<file path="src/rtl/instr_fetch.sv">
// Instruction fetch stage: holds the PC, fetches words over a ready handshake,
// latches them in the instruction register and picks the next PC on downstream ack.
module instr_fetch #(
  parameter logic [31:0] RESET_PC = 32'h0000_0000
) (
  input  logic        clk,
  input  logic        rst_n,
  output logic        imem_req,
  output logic [31:0] imem_addr,
  input  logic        imem_ready,
  input  logic [31:0] imem_rdata,
  output logic [31:0] instr,
  output logic [5:0]  opcode,
  output logic        instr_valid,
  input  logic        instr_ack,
  input  logic        jump,
  input  logic        branch,
  input  logic        zero,
  input  logic [31:0] jr_addr,
  output logic [31:0] pc,
  output logic [31:0] pc_plus4,
  output logic [31:0] instr_count,
  output logic        misalign_err
);

  // Handshakes: imem_req/imem_ready complete a read on an edge where both are 1;
  // instr_valid/instr_ack hand the held instruction downstream on an edge where both are 1.

  // Opcode encodings (mips.h). JR is an R-type word, so control flags it as jump with opcode 0.
  localparam logic [5:0] OP_RTYPE = 6'h00;
  localparam logic [5:0] OP_BEQ   = 6'h04;
  localparam logic [5:0] OP_BNE   = 6'h05;

  typedef enum logic [1:0] {
    IDLE  = 2'd0,
    FETCH = 2'd1,
    VALID = 2'd2
  } state_e;

  state_e      state_q, state_d;
  logic [31:0] pc_q, pc_d;
  logic [31:0] instr_q, instr_d;
  logic [31:0] count_q, count_d;
  logic        misalign_q, misalign_d;

  logic [31:0] next_pc;
  logic        is_jr;
  logic        taken;
  logic [31:0] br_offset;

  always_ff @(posedge clk or negedge rst_n) begin
    if (!rst_n) begin
      state_q    <= IDLE;
      pc_q       <= RESET_PC;
      instr_q    <= 32'h0;
      count_q    <= 32'h0;
      misalign_q <= 1'b0;
    end else begin
      state_q    <= state_d;
      pc_q       <= pc_d;
      instr_q    <= instr_d;
      count_q    <= count_d;
      misalign_q <= misalign_d;
    end
  end

  always_comb begin
    is_jr     = jump && (instr_q[31:26] == OP_RTYPE);
    taken     = ((instr_q[31:26] == OP_BEQ) && zero) ||
                ((instr_q[31:26] == OP_BNE) && !zero);
    br_offset = {{14{instr_q[15]}}, instr_q[15:0], 2'b00};
    if (is_jr) begin
      next_pc = {jr_addr[31:2], 2'b00};
    end else if (jump) begin
      next_pc = {pc_plus4[31:28], instr_q[25:0], 2'b00};
    end else if (branch && taken) begin
      next_pc = pc_plus4 + br_offset;
    end else begin
      next_pc = pc_plus4;
    end
  end

  always_comb begin
    state_d    = state_q;
    pc_d       = pc_q;
    instr_d    = instr_q;
    count_d    = count_q;
    misalign_d = misalign_q;
    case (state_q)
      IDLE: state_d = FETCH;
      FETCH: begin
        if (imem_ready) begin
          instr_d = imem_rdata;
          state_d = VALID;
        end
      end
      VALID: begin
        if (instr_ack) begin
          pc_d    = next_pc;
          count_d = count_q + 32'd1;
          if (is_jr && (jr_addr[1:0] != 2'b00)) misalign_d = 1'b1;
          state_d = FETCH;
        end
      end
      default: state_d = IDLE;
    endcase
  end

  // Decoded from the state register so reset drops them without a clock.
  assign imem_req     = (state_q == FETCH);
  assign instr_valid  = (state_q == VALID);
  assign imem_addr    = pc_q;
  assign pc           = pc_q;
  assign pc_plus4     = pc_q + 32'd4;
  assign instr        = instr_q;
  assign opcode       = instr_q[31:26];
  assign instr_count  = count_q;
  assign misalign_err = misalign_q;

endmodule

</file>
<file path="config.mk">
export PLATFORM = sky130hd
export DESIGN_NAME = instr_fetch
export DESIGN_NICKNAME = d
export VERILOG_FILES = /design/src/rtl/instr_fetch.sv
export SDC_FILE = /design/constraint.sdc
export NUM_CORES = 1
export LEC_CHECK = 0
export BUFFER_PORTS_ARGS = -buffer_cell sky130_fd_sc_hd__buf_2
export CORE_MARGIN = 2
export CORE_UTILIZATION = 47
export DETAILED_ROUTE_END_ITERATION = 16
export PLACE_DENSITY = 0.78
export RECOVER_POWER = 50
export SLEW_MARGIN = 20
export SYNTH_ARGS = -nofsm -noshare
export SYNTH_HDL_FRONTEND = slang
export SYNTH_SLANG_ARGS = --single-unit
</file>
<file path="constraint.sdc">
create_clock -name clk -period 3.2 [get_ports clk]
set_input_delay 0.64 -clock clk [delete_from_list [all_inputs] [get_ports clk]]
set_output_delay 0.64 -clock clk [all_outputs]
set_load 0.05 [all_outputs]
</file>
### After elaboration in Yosys (flattened, before gate mapping)

Cells that the tools add are included.

* bits in registers: 99
* input bits: 71
* word-level logic and storage cells: 34

* add/sub/neg operators: 3
* equal/unequal tests: 6
* muxes and demuxes: 6
* reductions and logical operators: 14

Operators with widths (number)
* 32-bit 2-to-1 mux: 3
* 32-bit by 1-bit adder with 32-bit output (second input constant): 1
* 32-bit by 3-bit adder with 32-bit output (second input constant): 1
* 32-bit adder: 1
* 6-bit by 3-bit equality test with 1-bit output (second input constant): 2
* 6-bit logical NOT: 1
* 2-bit one-hot mux with 3 select lines: 1
* 2-bit AND reduction: 3
* 1-bit logical AND: 5
* 2-bit 2-to-1 mux: 2
* 2-bit by 1-bit inequality test with 1-bit output (second input constant): 2
* 3-bit AND reduction: 1
* 2-bit by 1-bit equality test with 1-bit output (second input constant): 1
* 2-bit equality test (second input constant): 1
* 2-bit logical NOT: 1
* 2-bit nonzero test: 1
* 1-bit logical NOT: 1
* 1-bit logical OR: 1

### Logic depth before layout (Yosys ltp)

Gate-level depths: netlist of run 1.

* depth after elaboration: 7
* gate-level depth with buffers: 17

### Worst setup path before layout of run 1

No wires, ideal clock.

* path type: reg-to-reg
* start point: reg pc_q[6], in the netlist imem_addr[6]
* end point: reg pc_q[31], in the netlist imem_addr[31]
* library setup time: 96 ps
* arrival: 4536 ps
* required time: 3104 ps
* setup slack: -1431 ps
* cell stages (with the launch flop): 15
* path buffers: 0
* clock period less this slack: 4631 ps
* cells stage by stage: dfrtp_1 -> and3_1 -> nand3_1 -> nor4_1 -> nand3_1 -> xnor2_1 -> ha_1 -> nand2_1 -> o21ai_0 -> nor2_1 -> a31o_2 -> o21ai_1 -> a221oi_1 -> mux2_2 -> o31ai_1

* longest elaborated chain between the ends: 5

RTL lines
* from (decl): RTL line 41 `logic [31:0] pc_q, pc_d;`
* from (signal assigned): RTL line 60 `pc_q <= pc_d;`
* 32-bit by 3-bit adder with 32-bit output: RTL line 114 `assign pc_plus4 = pc_q + 32'd4;`
* via pc_plus4[21]: RTL line 21 `output logic [31:0] pc_plus4,`
* 32-bit adder: RTL line 77 `next_pc = pc_plus4 + br_offset;`
* 32-bit 2-to-1 mux: RTL line 76 `end else if (branch && taken) begin`
* 32-bit 2-to-1 mux: RTL line 74 `end else if (jump) begin`
* 32-bit 2-to-1 mux: RTL line 72 `if (is_jr) begin`

The timed path passes the listed nets, and every way through them passes these cells.
A chain may end at the register's enable or synchronous reset.

### Worst setup path in the final report of run 1

* start point: reg pc_q[3], in the netlist imem_addr[3]
* end point: reg pc_q[31], in the netlist imem_addr[31]

* longest elaborated chain between the ends: 5

RTL lines (RTL line)
* 32-bit by 3-bit adder with 32-bit output *: 114
* 32-bit adder: 77
* 32-bit 2-to-1 mux: 76
* 32-bit 2-to-1 mux *: 74
* 32-bit 2-to-1 mux *: 72

Mark *: on every way between the ends. The rest lies on a longest branch, timed or not.

==> results_tabular.tex, run 1 <==
\begin{tabular}{lr}
\hline
Metric & Value \\
\hline
\multicolumn{2}{l}{\textbf{Logic synthesis}} \\
Number of enable flip-flop cells after synthesis & 0 \\
Synthesis-stage register bit count & 97 \\
Count of distinct cell types in the synthesized netlist & 71 \\
Fraction of the yosys area taken by sequential cells & 34.0\% \\
Predominant post-synthesis flop cell & dfrtp\_1 \\
Synth Area per Inst & 8.92 um\^{}2 \\
Post-synthesis instance total & 800 \\
Warnings from Yosys & 0 \\
Mapped cell area & 7140 um\^{}2 \\
Async set-or-reset flop fraction in the synthesized netlist & 100\% \\
\multicolumn{2}{l}{\textbf{Finish}} \\
Area growth from synthesis to layout & 51.2\% \\
Share of post-route cells with drive strength above 1 & 47.5\% \\
Final core utilization & 71.8\% \\
N\_diodes & 0 \\
NumNets Final & 1254 \\
Layout fillers & 1107 \\
\multicolumn{2}{l}{\textbf{Worst setup path}} \\
Family with the most delay on the worst path & compound AO/OA/AOI/OAI gates \\
Peak per-stage delay on the critical path & 400 ps \\
Cell with the largest stage delay on the worst path & dfrtp\_2 \\
Cell breakdown of the critical path & and3\_4, nand3\_4, buf\_6, nor4\_4, nand3\_2, xnor2\_4, ha\_1, nand2\_1, o21ai\_1, a21oi\_1, a31o\_2, o21ai\_2, a221oi\_2, mux2\_4, o31ai\_4 \\
Crit Path Max Fanout & 4 \\
Critical Path Start Type & register \\
Arrival time of data at the critical path endpoint & 3670 ps \\
Required time of the critical path & 3470 ps \\
Kind of critical path & reg2reg \\
Crit. End Element & register \\
Number of buffer and inverter stages on the critical path & 1 \\
\multicolumn{2}{l}{\textbf{Place}} \\
Global placer's final weighted congestion & 0.965 \\
Number of buffers added on ports & 233 \\
Total half-perimeter wirelength after legalization and detailed placement & 18.8 mm \\
\multicolumn{2}{l}{\textbf{Clocking}} \\
CTS H-tree depth & 3 \\
Clock latency on the worst-skew pair & 360 ps \\
Clock Tree Buf Depth & 2 \\
Clock buffer count from CTS & 9 \\
Clock sink count & 97 \\
CTS tree & built \\
Root buffer selected by CTS & clkbuf\_16 \\
\# hold bufs at CTS & 0 \\
Worst-path clk slew & 80 ps \\
\multicolumn{2}{l}{\textbf{Routing}} \\
Routed vias/inst & 5.80 \\
DR pass1 iterations & 6 \\
Routed wire length & 26.7 mm \\
Average detailed-routed wire length per instance & 20.0 um \\
Total via count after detailed routing & 7764 \\
Initial DRC Count & 644 \\
Final routed DRC violation total & 0 \\
Number of antenna-violating nets in the routed design & 0 \\
\multicolumn{2}{l}{\textbf{STA}} \\
Count of final hold-check violations & 0 \\
Final cycle utilization of the critical path & 106\% \\
Count of final setup violators & 6 \\
Unrepaired setup endpoints after global routing & true \\
Setup slack after layout & -198 ps \\
Slew Viols, Final & 84 \\
Worst Clk Skew & 7.35 ps \\
Headroom to the max-slew limit & -2.56\% \\
Final Critical Period & 3400 ps \\
Measured slew at the worst slew-check pin & 1540 ps \\
Highest attainable clock frequency & 294 MHz \\
\multicolumn{2}{l}{\textbf{Hold path}} \\
Tightest Hold Check Type & reg2reg \\
\multicolumn{2}{l}{\textbf{Floorplan}} \\
Total number of placement rows & 45 \\
Die Area & 16200 um\^{}2 \\
Die Span X & 127 um \\
Top-level I/O count & 240 \\
Floorplan core area & 15000 um\^{}2 \\
Vertical die dimension & 127 um \\
Initial Utilization & 47.5\% \\
\multicolumn{2}{l}{\textbf{Status}} \\
Outcome & complete, but fails checks \\
Failing checks & capacitance limit, slew limit, setup timing \\
\multicolumn{2}{l}{\textbf{Run}} \\
Max-cap viol count & 2 \\
\multicolumn{2}{l}{\textbf{GRT}} \\
Number of antenna violations at the first check in global routing & 0 \\
All-layer global routing usage & 30.4\% \\
Gr ovfl total & 0 \\
Largest net degree at the start of global routing & 61 \\
Wire length of the first global-routing pass & 38.4 mm \\
Vias in the first global route & 7169 \\
\hline
\end{tabular}
-- flip-flops by register name (all words and copies together) (netlist names) --
| register | cells |
|---|---|
| state_q | 2 |
| instr | 32 |
| misalign_err | 1 |
| instr_count | 32 |
| imem_addr | 30 |
-- stage by stage --
step / hold WS [ps] / TNS (ps) / instance area (um^2) / setup WS (ps) / std cells
3_3_place_gp: 449 / -834 / 9780 / -196 / 1303
5_1_grt: 479 / -2130 / 10800 / -374 / 1338
4_1_cts: 394 / -502 / 10300 / -123 / 1324
6_report: 484 / -708 / 10800 / -198 / 1338
2_1_floorplan: 344 / -5900 / 7730 / -620 / 805
3_5_place_dp: 469 / -1540 / 9780 / -253 / 1303
-- kinds of logic after synthesis --
kind of cell | after synthesis | share of synthesized area, %
AO/OA/AOI/OAI | 193 | 17.6
XOR/XNOR | 86 | 10.7
AND/OR/NAND/NOR | 259 | 17.3
multiplexers | 38 | 5.91
adder cells (fa/ha/maj) | 38 | 6.77
flip-flops | 97 | 34.0
buffers and inverters | 88 | 7.57
other | 1 | 0.0525
-- worst paths after layout --
check	from	to	slack, ps	depth (start not counted)
max	imem_addr[3]	imem_addr[31]	-200	15
max in group asynchronous	rst_n	imem_addr[22]	760	2
max reg2reg	imem_addr[3]	imem_addr[31]	-200	15
min	instr_count[31]	instr_count[31]	480	1
min reg2reg	instr_count[31]	instr_count[31]	480	1
min in group asynchronous	rst_n	imem_addr[5]	660	1
-- final cells by class --
| cell class | count | area [um^2] | area share (%) |
|---|---|---|---|
| clock inverter | 7 | 92.6 | 0.858 |
| inverter | 15 | 56.3 | 0.522 |
| timing repair buffer | 402 | 2390 | 22.2 |
| multi-input combinational | 620 | 5330 | 49.4 |
| tap | 188 | 235 | 2.18 |
| clock buffer | 9 | 225 | 2.09 |
| sequential | 97 | 2460 | 22.8 |
-- Yosys cell counts (all sizes together) (19+ instances only) --
| library cell | count | area, um^2 |
|---|---|---|
| xnor2 | 50 | 438 |
| o21ai | 36 | 184 |
| clkbuf | 24 | 125 |
| nor2 | 67 | 251 |
| nand2 | 82 | 308 |
| and3 | 25 | 158 |
| xor2 | 35 | 307 |
| nand4 | 19 | 125 |
| a21oi | 70 | 358 |
| dfrtp | 97 | 2430 |
| nand3 | 24 | 120 |
| buf | 49 | 359 |
| ha | 37 | 463 |
| mux2 | 33 | 372 |
-- routing by layer --
layer  GRT usage, %  up-vias  part of all wire [%]
met5              0        -                     0
met4           9.50        0                   3.1
met3           6.99       67                   8.2
met2           49.3      431                    49
met1           40.7     3768                    40
li1               -     3498                     -
-- repair_timing --
item / in CTS / in global routing
buffers inserted: 5 / 14
setup endpoints to repair: 13 / 18
resized for setup: 38 / 78
pin swaps: 14 / 54
-- cells in the final DEF, fill, tap and decap left out, types with 17 or more instances in the layout --
cell type  count
buf_2        176
a21oi_1       56
mux2_2        32
and3_1        22
clkbuf_1      57
dfrtp_1       77
ha_4          19
buf_4        157
dfrtp_2       18
ha_1          17
xnor2_1       33
nor2_1        60
xor2_1        24
nand3_1       18
nand2_1       72
nand4_1       18
o21ai_0       22
Power of run 1 is left out: the tool's default activity adds up to more than one toggle a clock period on the data nets, which glitch-free logic cannot reach.
==> run 2, diff against run 1 <==
CELL_PAD_IN_SITES_DETAIL_PLACEMENT = 0   (was default)
CELL_PAD_IN_SITES_GLOBAL_PLACEMENT = 2   (was default)
CORE_MARGIN = 5   (was 2)
CORE_UTILIZATION = 27   (was 47)
PLACE_DENSITY = default   (was 0.78)
PLACE_DENSITY_LB_ADDON = 0.1   (was default)
TNS_END_PERCENT = 5   (was default)
==> results_tabular.tex, run 2 (synthesis gave the netlist of run 1 again) <==
\begin{tabular}{lr}
\hline
Metric & Value \\
\hline
\multicolumn{2}{l}{\textbf{Finish}} \\
Leading cell type in the layout, fill and taps excluded & buf\_2 \\
NumNets Final & 1289 \\
Layout fillers & 2664 \\
Share of post-route cells with drive strength above 1 & 48.6\% \\
Final core utilization & 42.3\% \\
Area growth from synthesis to layout & 54.6\% \\
Most frequent cells in the layout & buf\_2, buf\_4, dfrtp\_1 \\
\multicolumn{2}{l}{\textbf{GRT}} \\
Vias in the first global route & 7551 \\
Gr ovfl total & 0 \\
All-layer global routing usage & 19.1\% \\
Wire length of the first global-routing pass & 45.3 mm \\
Number of antenna violations at the first check in global routing & 5 \\
Largest net degree at the start of global routing & 64 \\
\multicolumn{2}{l}{\textbf{Routing}} \\
Routed wire length & 29.6 mm \\
DR pass1 iterations & 5 \\
Average detailed-routed wire length per instance & 19.4 um \\
Number of antenna-violating nets in the routed design & 0 \\
Routed vias/inst & 4.80 \\
Total via count after detailed routing & 7312 \\
Initial DRC Count & 273 \\
Final routed DRC violation total & 0 \\
\multicolumn{2}{l}{\textbf{STA}} \\
Unrepaired setup endpoints after global routing & true \\
Final cycle utilization of the critical path & 107\% \\
Headroom to the max-slew limit & -45.1\% \\
Count of final setup violators & 12 \\
Worst Clk Skew & 14.9 ps \\
Highest attainable clock frequency & 291 MHz \\
Measured slew at the worst slew-check pin & 2180 ps \\
Final Critical Period & 3430 ps \\
Slew Viols, Final & 35 \\
Setup slack after layout & -233 ps \\
Count of final hold-check violations & 0 \\
\multicolumn{2}{l}{\textbf{Place}} \\
Pre-CTS setup slack & -413 ps \\
Global placer's final weighted congestion & 0.900 \\
Total half-perimeter wirelength after legalization and detailed placement & 23.6 mm \\
Number of buffers added on ports & 233 \\
\multicolumn{2}{l}{\textbf{Clocking}} \\
Clock sink count & 97 \\
Clock buffer count from CTS & 9 \\
\# hold bufs at CTS & 0 \\
Clock Tree Buf Depth & 2 \\
Clock latency on the worst-skew pair & 370 ps \\
CTS H-tree depth & 3 \\
Worst-path clk slew & 90 ps \\
Root buffer selected by CTS & clkbuf\_16 \\
CTS tree & built \\
\multicolumn{2}{l}{\textbf{Hold path}} \\
Worst hold path depth & 1 \\
Tightest Hold Check Type & reg2reg \\
\multicolumn{2}{l}{\textbf{Floorplan}} \\
Top-level I/O count & 240 \\
Initial Utilization & 27.4\% \\
Vertical die dimension & 173 um \\
Die Area & 29800 um\^{}2 \\
Floorplan core area & 26100 um\^{}2 \\
Die Span X & 173 um \\
Total number of placement rows & 59 \\
\multicolumn{2}{l}{\textbf{Run}} \\
Max-cap viol count & 1 \\
\multicolumn{2}{l}{\textbf{Status}} \\
Outcome & complete, but fails checks \\
Failing checks & capacitance limit, slew limit, setup timing \\
\multicolumn{2}{l}{\textbf{Worst setup path}} \\
Kind of critical path & reg2reg \\
Crit Path Max Fanout & 3 \\
Crit. End Element & register \\
Peak per-stage delay on the critical path & 410 ps \\
Critical Path Start Type & register \\
Arrival time of data at the critical path endpoint & 3700 ps \\
Cell with the largest stage delay on the worst path & dfrtp\_2 \\
Length in cells of the worst reg-to-reg path & 16 \\
Cell breakdown of the critical path & ha\_4, nand4\_1, buf\_4, nor2\_4, nand3\_2, xnor2\_4, ha\_1, a21o\_1, o21bai\_4, nand2b\_4, a21oi\_2, a31o\_2, o21ai\_2, a221oi\_2, mux2\_4, o31ai\_2 \\
Required time of the critical path & 3470 ps \\
\hline
\end{tabular}
-- run 2: layout make-up --
class                           instances  area [um^2]  share of cell area [%]
Sequential cell                        97         2450                    22.2
Antenna cell                            2         5.00                  0.0454
Inverter                               15         56.3                   0.510
Clock buffer                            9          225                    2.04
Timing Repair Buffer                  437         2720                    24.6
Clock inverter                          7         98.8                   0.896
Multi-Input combinational cell        620         5060                    45.9
Tap cell                              335          419                    3.80
-- run 2: per-stage QoR --
stage	cells	hold slack, ps	cell area [um^2]	setup TNS, ps
4_1_cts	1507	252	10700	-1640
3_5_place_dp	1489	455	10200	-3510
6_report	1522	481	11000	-1280
3_3_place_gp	1489	448	10200	-3080
2_1_floorplan	805	344	7670	-6500
5_1_grt	1521	485	11000	-4020
-- run 2: timing repair --
action / in CTS / in global routing
gates resized for setup: 30 / 48
buffers inserted: 2 / 13
pin swaps: 22 / 39
setup endpoints to repair: 17 / 21
-- run 2: layer usage --
layer	part of all wire, %	routed length (um)	track usage (%)
met1	47	13900	26.7
met5	0.095	28	0
met4	1.5	441	3.86
met2	45	13400	30.7
met3	5.8	1710	4.21
-- run 2: path summary, 6_finish.rpt --
| kind | from | end | slack [ps] |
|---|---|---|---|
| setup / recovery | imem_addr[2] | imem_addr[31] | -230 |
| hold / removal | instr_count[31] | instr_count[31] | 480 |
| setup reg to reg | imem_addr[2] | imem_addr[31] | -230 |
| hold reg to reg | instr_count[31] | instr_count[31] | 480 |
| max in group asynchronous | rst_n | imem_addr[13] | 750 |
| min in group asynchronous | rst_n | instr[1] | 900 |
-- run 2: critical path, delay by kind of cell, from the launching register on --
family	cells	cell delay, ps
fa+ha+maj	2	470
buf+inv	1	190
xor+xnor	1	180
simple gates	4	570
compound gates	7	1180
mux	1	330
flops	1	410
Power of run 2 is left out for the same reason.
==> run 3, diff against run 2 <==
==> constraint.sdc (replaced) <==
create_clock -name clk -period 3.2 [get_ports clk]
set_input_delay 0.64 -clock clk [delete_from_list [all_inputs] [get_ports clk]]
set_output_delay 0.64 -clock clk [all_outputs]
set_load 0.02 [all_outputs]
==> results_tabular.tex, run 3 (synthesis gave the netlist of run 1 again) <==
\begin{tabular}{lr}
\hline
Metric & Value \\
\hline
\multicolumn{2}{l}{\textbf{Worst setup path}} \\
Reg-to-reg critical path endpoint & imem\_addr[30] \\
Crit Path Max Fanout & 4 \\
Critical Path Start Type & register \\
Length in cells of the worst reg-to-reg path & 16 \\
Crit Reg-Reg Startpoint & imem\_addr[11] \\
Required time of the critical path & 3450 ps \\
Crit. End Element & register \\
Worst reg-to-reg setup slack & -130 ps \\
Arrival time of data at the critical path endpoint & 3580 ps \\
Kind of critical path & reg2reg \\
\multicolumn{2}{l}{\textbf{Hold path}} \\
Worst hold path depth & 1 \\
Startpoint of the worst hold path & instr\_count[31] \\
End point of the most critical hold path & instr\_count[31] \\
Tightest Hold Check Type & reg2reg \\
\multicolumn{2}{l}{\textbf{Floorplan}} \\
Die Span X & 173 um \\
Vertical die dimension & 173 um \\
Initial Utilization & 27.4\% \\
Die Area & 29800 um\^{}2 \\
Top-level I/O count & 240 \\
Total number of placement rows & 59 \\
Floorplan core area & 26100 um\^{}2 \\
\multicolumn{2}{l}{\textbf{Routing}} \\
Number of antenna-violating nets in the routed design & 0 \\
Initial DRC Count & 346 \\
DR pass1 iterations & 5 \\
Average detailed-routed wire length per instance & 19.3 um \\
Routed wire length & 29.2 mm \\
Final routed DRC violation total & 0 \\
Routed vias/inst & 4.81 \\
Total via count after detailed routing & 7278 \\
\multicolumn{2}{l}{\textbf{Clocking}} \\
CTS H-tree depth & 3 \\
Clock Tree Buf Depth & 2 \\
Clock latency on the worst-skew pair & 370 ps \\
Worst-path clk slew & 90 ps \\
Root buffer selected by CTS & clkbuf\_16 \\
Clock sink count & 97 \\
CTS tree & built \\
\# hold bufs at CTS & 0 \\
Clock buffer count from CTS & 9 \\
\multicolumn{2}{l}{\textbf{GRT}} \\
All-layer global routing usage & 19.2\% \\
Gr ovfl total & 0 \\
Largest net degree at the start of global routing & 52 \\
Wire length of the first global-routing pass & 45.2 mm \\
Number of antenna violations at the first check in global routing & 3 \\
Vias in the first global route & 7493 \\
\multicolumn{2}{l}{\textbf{STA}} \\
Headroom to the max-slew limit & 11.6\% \\
Setup slack after layout & -131 ps \\
Final Critical Period & 3330 ps \\
Unrepaired setup endpoints after global routing & true \\
Highest attainable clock frequency & 300 MHz \\
Count of final setup violators & 9 \\
Slew Viols, Final & 0 \\
Final cycle utilization of the critical path & 104\% \\
Post-route worst hold slack & 472 ps \\
Count of final hold-check violations & 0 \\
Worst Clk Skew & 16.8 ps \\
Measured slew at the worst slew-check pin & 1330 ps \\
\multicolumn{2}{l}{\textbf{Finish}} \\
Leading cell type in the layout, fill and taps excluded & buf\_2 \\
NumNets Final & 1283 \\
Area growth from synthesis to layout & 49.4\% \\
Most frequent cells in the layout & buf\_2, buf\_4, dfrtp\_1 \\
N\_diodes & 0 \\
Final core utilization & 40.9\% \\
Layout fillers & 2715 \\
Share of post-route cells with drive strength above 1 & 46.6\% \\
\multicolumn{2}{l}{\textbf{Status}} \\
Outcome & complete, but fails checks \\
Failing checks & setup timing \\
\multicolumn{2}{l}{\textbf{Place}} \\
Global placer's final weighted congestion & 0.847 \\
Total half-perimeter wirelength after legalization and detailed placement & 22.9 mm \\
Number of buffers added on ports & 233 \\
\multicolumn{2}{l}{\textbf{Run}} \\
Max-cap viol count & 0 \\
\multicolumn{2}{l}{\textbf{Power and ir drop}} \\
Reported leakage power & 5.27 nW \\
Areal power density over the cells & 1200 nW/um\^{}2 \\
Maximum vdd ir drop & 0.462 mV \\
\hline
\end{tabular}
run 3: changes by cell type in the layout (fill, tap and decap cells not counted), moves of 4 or more:
cell,previous run,this run
buf_2,201,197
xnor2_1,34,38
dfrtp_2,15,11
xor2_4,7,2
xnor2_4,9,4
ha_4,15,10
dfrtp_1,80,86
ha_1,22,27
run 3: power by group:
group	internal (W)	switching, W	leakage (nW)	total, W
Clock	0.000578	0.000627	0.156	0.00121
Combinational	0.00445	0.00503	3.91	0.00947
Sequential	0.00164	0.000484	1.20	0.00212
Total	0.00666	0.00614	5.27	0.0128
run 3: through the flow:
step / area (um^2) / setup slack [ps] / TNS (ps) / total power (W) / std cells
finish: 10700 / -131 / -453 / 0.0128 / 1514
global route: 10700 / -330 / -3520 / 0.0138 / 1514
CTS: 10600 / -145 / -840 / 0.0127 / 1510
detailed placement: 9950 / -349 / -2800 / 0.0110 / 1482
global placement: 9950 / -266 / -2360 / 0.0110 / 1482
floorplan: 7470 / -292 / -1470 / 0.00734 / 805
run 3: worst max-delay path by stage:
stage / from / end / cells past startpoint
6_report: imem_addr[11] / imem_addr[30] / 16
5_1_grt: imem_addr[3] / imem_addr[28] / 17
4_1_cts: imem_addr[3] / imem_addr[31] / 16
3_5_place_dp: imem_addr[3] / imem_addr[31] / 14
3_3_place_gp: imem_addr[11] / imem_addr[30] / 16
2_1_floorplan: imem_addr[7] / imem_addr[31] / 16
run 3: worst max-delay path, stage by stage (launching register included):
cell and delay, ps:
dfrtp_2 360, and4_4 260, buf_12 110, nand4_4 130, buf_4 170, nor3_2 160
buf_4 200, nand3_2 120, xnor2_2 260, ha_4 250, a21o_1 180, o21bai_1 200
o311a_1 140, a211o_2 290, xor2_1 160, a2bb2oi_1 140, o21ai_0 90
run 3: what timing repair did:
action / in CTS / in global routing
endpoints found under the hold margin: 0 / 0
pin swaps: 37 / 16
setup buffers: 12 / 4
endpoints found under the setup margin: 15 / 20
gates resized for setup: 44 / 22
run 3: area by class of cell:
type                            instances  area (um^2)  area share, %
Clock inverter                          7         96.3          0.904
Timing Repair Buffer                  431         2620           24.6
Inverter                               15         56.3          0.528
Tap cell                              335          419           3.93
Sequential cell                        97         2440           22.9
Multi-Input combinational cell        620         4800           45.0
Clock buffer                            9          225           2.11
run 3: metal layers:
metal  vias to the layer above  routed length (um)  GRT usage (%)
met5                         -                  23              0
met4                         4                 268           3.04
met3                        16                1740           5.00
met2                       194               13500           31.0
met1                      3500               13700           26.4
li1                       3564                   -              -
No activity file was read; power rests on OpenSTA's default activity.
